<file path="config.mk">
export PLATFORM = sky130hd
export DESIGN_NAME = pipeline_stall_controller
export DESIGN_NICKNAME = d
export VERILOG_FILES = /design/src/rtl/pipeline_stall_controller.sv
export SDC_FILE = /design/constraint.sdc
export NUM_CORES = 1
export LEC_CHECK = 0
export BUFFER_PORTS_ARGS = -buffer_cell sky130_fd_sc_hd__buf_2
export CAP_MARGIN = 20
export CORE_ASPECT_RATIO = 0.8
export CORE_MARGIN = 2
export CORE_UTILIZATION = 30
export DETAILED_ROUTE_END_ITERATION = 7
export SLEW_MARGIN = 20
export SYNTH_ARGS = -nofsm -noshare
export SYNTH_HDL_FRONTEND = slang
export SYNTH_SLANG_ARGS = --single-unit
</file>
<file path="constraint.sdc">
create_clock -name clk -period 1.6 [get_ports clk]
set_input_delay 0 -clock clk [delete_from_list [all_inputs] [get_ports clk]]
set_output_delay 0 -clock clk [all_outputs]
set_load 0.005 [all_outputs]
</file>
<file path="src/rtl/pipeline_stall_controller.sv">
// Pipeline stall/flush/bubble controller with a fixed-latency SRAM wait-state FSM
// and saturating stall/flush statistics counters.
module pipeline_stall_controller #(
    parameter int unsigned MEM_LAT = 2,
    parameter int unsigned CNT_W   = 16
) (
    input  logic             clk,
    input  logic             rst,
    input  logic             hazard,
    input  logic             branchTaken,
    input  logic             memRead,
    input  logic             memWrite,
    input  logic             clrStats,
    output logic             freezePC,
    output logic             freezeIFID,
    output logic             flushIFID,
    output logic             flushIDEX,
    output logic             freezeAll,
    output logic             memStall,
    output logic [CNT_W-1:0] stallCycles,
    output logic [CNT_W-1:0] flushCount
);

    localparam int unsigned      LAT_W    = (MEM_LAT > 1) ? $clog2(MEM_LAT) : 1;
    localparam logic [LAT_W-1:0] LAT_LOAD = (MEM_LAT > 0) ? LAT_W'(MEM_LAT - 1) : '0;
    localparam logic             MEM_EN   = (MEM_LAT > 0);

    localparam logic [1:0] S_RUN  = 2'd0;
    localparam logic [1:0] S_WAIT = 2'd1;
    localparam logic [1:0] S_DONE = 2'd2;

    logic [1:0]       r_state;
    logic [1:0]       w_state_nxt;
    logic [LAT_W-1:0] r_cnt;
    logic [LAT_W-1:0] w_cnt_nxt;
    logic             w_mem_req;
    logic             w_mem_act;
    logic [CNT_W-1:0] r_stall;
    logic [CNT_W-1:0] r_flush;

    assign w_mem_req = memRead | memWrite;
    assign w_mem_act = ((r_state == S_RUN) && w_mem_req && MEM_EN) || (r_state == S_WAIT);

    always_comb begin
        w_state_nxt = r_state;
        w_cnt_nxt   = r_cnt;
        case (r_state)
            S_RUN: begin
                if (w_mem_req && MEM_EN) begin
                    w_cnt_nxt   = LAT_LOAD;
                    w_state_nxt = (MEM_LAT > 1) ? S_WAIT : S_DONE;
                end
            end
            S_WAIT: begin
                w_cnt_nxt = r_cnt - LAT_W'(1);
                if (r_cnt == LAT_W'(1)) begin
                    w_state_nxt = S_DONE;
                end
            end
            // The accessing instruction leaves MEM here, so a new request is not taken.
            S_DONE:  w_state_nxt = S_RUN;
            default: w_state_nxt = S_RUN;
        endcase
    end

    always_ff @(posedge clk) begin
        if (rst) begin
            r_state <= S_RUN;
            r_cnt   <= '0;
        end else begin
            r_state <= w_state_nxt;
            r_cnt   <= w_cnt_nxt;
        end
    end

    always_comb begin
        freezePC   = 1'b0;
        freezeIFID = 1'b0;
        flushIFID  = 1'b0;
        flushIDEX  = 1'b0;
        freezeAll  = 1'b0;
        memStall   = 1'b0;
        if (!rst) begin
            memStall = (r_state == S_WAIT);
            if (w_mem_act) begin
                freezeAll  = 1'b1;
                freezePC   = 1'b1;
                freezeIFID = 1'b1;
            end else if (branchTaken) begin
                flushIFID = 1'b1;
                flushIDEX = 1'b1;
            end else if (hazard) begin
                freezePC   = 1'b1;
                freezeIFID = 1'b1;
                flushIDEX  = 1'b1;
            end
        end
    end

    always_ff @(posedge clk) begin
        if (rst || clrStats) begin
            r_stall <= '0;
            r_flush <= '0;
        end else begin
            if (freezePC && (r_stall != {CNT_W{1'b1}})) begin
                r_stall <= r_stall + CNT_W'(1);
            end
            if (flushIFID && (r_flush != {CNT_W{1'b1}})) begin
                r_flush <= r_flush + CNT_W'(1);
            end
        end
    end

    assign stallCycles = r_stall;
    assign flushCount  = r_flush;

endmodule
</file>
**Word level (Yosys, flattened, before mapping)**

Index checks and enable logic that the tools add are counted.

- Muxes and demuxes: 18
- Reductions and logical operators: 9
- Bitwise logic cells: 1
- Add/sub/neg operators: 3
- Eq/ne operators: 5

Operators with widths:

| operator | count |
|---|---|
| adder 16 x 1 -> 16 bit (second input constant) | 2 |
| inequality test 16 bit (second input constant) | 2 |
| two-way mux 1 bit | 14 |
| two-way mux 2 bit | 2 |
| inequality test 2 bit (second input constant) | 2 |
| case mux 2 bit (2 select lines) | 1 |
| AND reduction 2 bit | 2 |
| logical AND 1 bit | 3 |
| == test 2 x 1 -> 1 bit (second input constant) | 1 |
| zero test 2 bit | 1 |
| logical OR 1 bit | 2 |
| case mux 1 bit (2 select lines) | 1 |
| nonzero test 2 bit | 1 |
| OR 1 bit | 1 |
| subtractor 1 bit (second input constant) | 1 |

- Output and inout port bits: 38
- Input bits: 7
- Bits in registers: 35

**Logic depth before layout (Yosys ltp)**

- Depth after elaboration: 6
- Gate-level depth with buffers: 7
- Mapped depth without buffers: 6

**Least setup slack after synthesis**

OpenSTA, ideal clock, no wires.

- Path type: register to register
- Start point: register r_flush[0] (netlist: flushCount[0])
- End point: register r_flush[10] (netlist: flushCount[10])
- Slack: -0.242 ns
- Library setup time: 0.128 ns
- Buffers on the path: 1
- Stages on the path, launching flop included: 8
- Data arrival time: 1.714 ns
- Required time: 1.472 ns
- Cell sequence: dfxtp_1 ha_1 nand4_1 nor4bb_1 clkbuf_1 nor4b_1 xnor2_1 nor2_1

- Cells in the longest elaborated chain, start to end: 2

RTL lines:

| item | RTL line | source |
|---|---|---|
| start: declaration | 39 | `logic [CNT_W-1:0] r_flush;` |
| start signal: assignment | 109 | `r_flush <= r_flush + CNT_W'(1);` |
| branches (longest 2 deep; another with adder 16 x 1 -> 16 bit) | -- |  |

Parallel ways; which one is timed is not known.
A chain may end at the register's enable or synchronous reset.

**Worst setup path after layout**

- Start point: register r_flush[0] (netlist: flushCount[0])
- End point: register r_flush[6] (netlist: flushCount[6])

Same word-level chain as after synthesis.

==> results.md <==
* CP Max Fanout at 9
* Leak at 0.00113 µW
* Clock sinks at 35
* Die X at between 80 and 90 µm
* Grt ovf at 0
* Vias/cell at approximately 4.8
* Final worst-path cycle share at 101%
* Setup violators final at 1
* CTS tree: built
* Routed len/inst at around 13 µm
* Final hold viol count at 0
* Crit path kind: register to register
* Netlist cell types at between 40 and 50
* First-pass GRT wire length at roughly 7400 µm
* Slew headroom at 77.9%
* ANT nets after route at 0
* Worst path max stage delay at 0.36 ns
* Area growth syn-to-layout at 53.1%
* #FFs+latches synth at 35
* Final core occ at ~48%
* Final worst slack at -0.0122 ns
* Max Cap Viol at 0
* I/O pins at 45
* VDD IR max at between 0.4 and 0.5 mV
* Final net count at 304
* Fin Setup TNS at -0.0122 ns
* Violated checks: negative setup slack
* DR iter-0 viols at 68
* Predominant post-synthesis flop cell: dfxtp_1
* Post-Place Worst Slack at -0.0199 ns
* Most area-consuming cells after synthesis: dfxtp_1 (40%), xnor2_1 (9.1%), nor2_1 (6.7%), nand3_1 (4.6%), and4_1 (2.5%)
* DR vias at 1811
* Final wirelength at 4690 µm
* Most frequent cell after synthesis: dfxtp_1
* Vias in the first global route at about 1600
* Pwr/cell area at 657 mW/mm²
* Die H at 71.9 µm
* Status: finished with violations
* Synth area leader: dfxtp_1
* Worst-path clk slew at 0.07 ns
* All-Layer GR Usage at 14.8%
* DR DRC count at 0
* Final min period at 1.61 ns
* Critical path arrival at between 1.5 and 2 ns
* H-tree depth at 2
* Total chip power at 1740 µW
* Clk_lat worst skew at just under 0.3 ns
* Slowest CP cell: dfxtp_4
* Fraction of layout cells with a size suffix above 1 at between 40% and 50%
* Largest net degree at the start of global routing at 22
* Antenna Cells at 0
* Synth Area per Inst at between 8 and 9 µm²
* Ys Warns at 0
* Critical Path, Cell by Cell: ha_4 -> nand4_1 -> nor4bb_2 -> buf_4 -> nor4b_2 -> xnor2_1 -> nor2_1
* Post-Syn Nets at 206
* Gate Count Post-Synth at 197
* Crit. End Element: register
* Worst clock skew at between 0.007 and 0.008 ns
* Clock Tree Buf Depth at 2
* Setup repair after global routing missed its margin: true
* Core box area at between 0.005 and 0.006 mm²
* Starting Density at around a third
* Startpoint Class: register
* Seq/Total Area, Yosys at between 40 and 50%
* Hold WS at 0.0346 ns
* Ys async rst share at 0%
* Port Buffers at 44
* Final HPWL DP at between 3000 and 4000 µm
* Actual slew at the worst max-slew pin at 0.329 ns
* Fill cells at 540
* Top cells by count, synth: dfxtp_1 (35), nor2_1 (31), xnor2_1 (18)
* Final Wtd Congestion at just over 0.8
* CTS Buf Count at 5
* EDFF count, synth at 0
* Pre-antenna DRT Iters at 4
* Worst Hold Class: input port to register
* Top cell type's share of synthesized area at between 40% and 50%
* CTS Root Buffer Type: clkbuf_8
* Initial antenna violation count at 0
* # rows at 24
* Cell area after synthesis at ~0.0017 mm²
* Die area at 0.00640 mm²
* CP required at between 1.5 and 2 ns
* Slew Limit Fails at 0
* Peak Freq at ~620 MHz
routing by layer:
metal | GRT usage, % | vias up | share of wire (%)
met2 | 21.1 | 56 | 44
li1 | - | 910 | -
met5 | 0 | - | 0
met1 | 20.9 | 841 | 50
met4 | 5.05 | 0 | 0.98
met3 | 5.01 | 4 | 5.3
where the power goes:
part	internal (µW)	switching (µW)	total, µW
Sequential	878	7.38	886
Clock	393	321	714
Combinational	69.4	71.3	141
layout by cell type (no fill, tap or decap), types with 2 or more instances in the layout:
cell type	instances
nor3_1	8
o31ai_4	2
mux2i_1	2
o211ai_1	4
clkbuf_8	7
nand2_1	11
or3_1	3
dfxtp_1	32
nor4_1	4
and4_1	3
nor4b_2	2
inv_1	2
dfxtp_2	2
a21oi_1	5
and4_4	2
nor2_1	30
or4_1	3
buf_4	53
nand3_1	15
xnor2_1	18
buf_2	44
xor2_1	4
o21ai_0	4
and3_1	2
nor4_2	2
nand4_1	5
layout make-up:
type	instances	area (µm²)	area share, %
multi-input cells	154	1120	42.2
repair buffers	97	618	23.3
inverters	2	7.51	0.283
flip-flops and latches	35	707	26.7
well taps	78	97.6	3.68
clock buffers	8	100	3.78
per-stage QoR:
| stage | cell area [µm²] | cells |
|---|---|---|
| 4_1_cts | 2510 | 368 |
| 5_1_grt | 2650 | 374 |
| 3_3_place_gp | 2390 | 360 |
| 3_5_place_dp | 2390 | 360 |
| 2_1_floorplan | 1760 | 197 |
| 6_report | 2650 | 374 |
kinds of logic (layout without fill, tap and decap cells):
family | Yosys count | in the layout | synth area share, %
AO/OA/AOI/OAI | 23 | 23 | 9.69
XOR/XNOR | 22 | 22 | 11.1
AND/OR/NAND/NOR | 104 | 105 | 33.5
flip-flops | 35 | 35 | 40.5
multiplexers | 2 | 2 | 1.16
adder cells (fa/ha/maj) | 2 | 2 | 1.45
buffers and inverters | 9 | 107 | 2.60
flip-flops by register name, summed over array words and instances, names as in the netlist:
register     count
flushCount      16
r_cnt            1
r_state          2
stallCycles     16
path summary, 6_finish.rpt:
kind                 start        endpoint  slack [ns]  cells past startpoint
min reg2reg          r_cnt      r_state[0]        0.49                      1
max reg2reg  flushCount[0]   flushCount[6]       -0.01                      7
max          flushCount[0]   flushCount[6]       -0.01                      7
min               clrStats  stallCycles[5]        0.03                      3
critical path: cells and delay by family, from the launching register on:
kind                       cells  cell delay [ns]
and+or+nand+nor                4             0.61
xor gates and xnor gates       1             0.17
adders and majority gates      1             0.14
buffers and inverters          1             0.23
DFF                            1             0.36
what timing repair did:
action	4_1_cts	5_1_grt
gates resized for setup	3	18
cloned	0	1
setup endpoints to repair	11	24
hold endpoints to repair	0	0
pin swaps	0	7
hold buffers	0	0
setup buffers	0	5
Power figures use the tool's default switching activity.
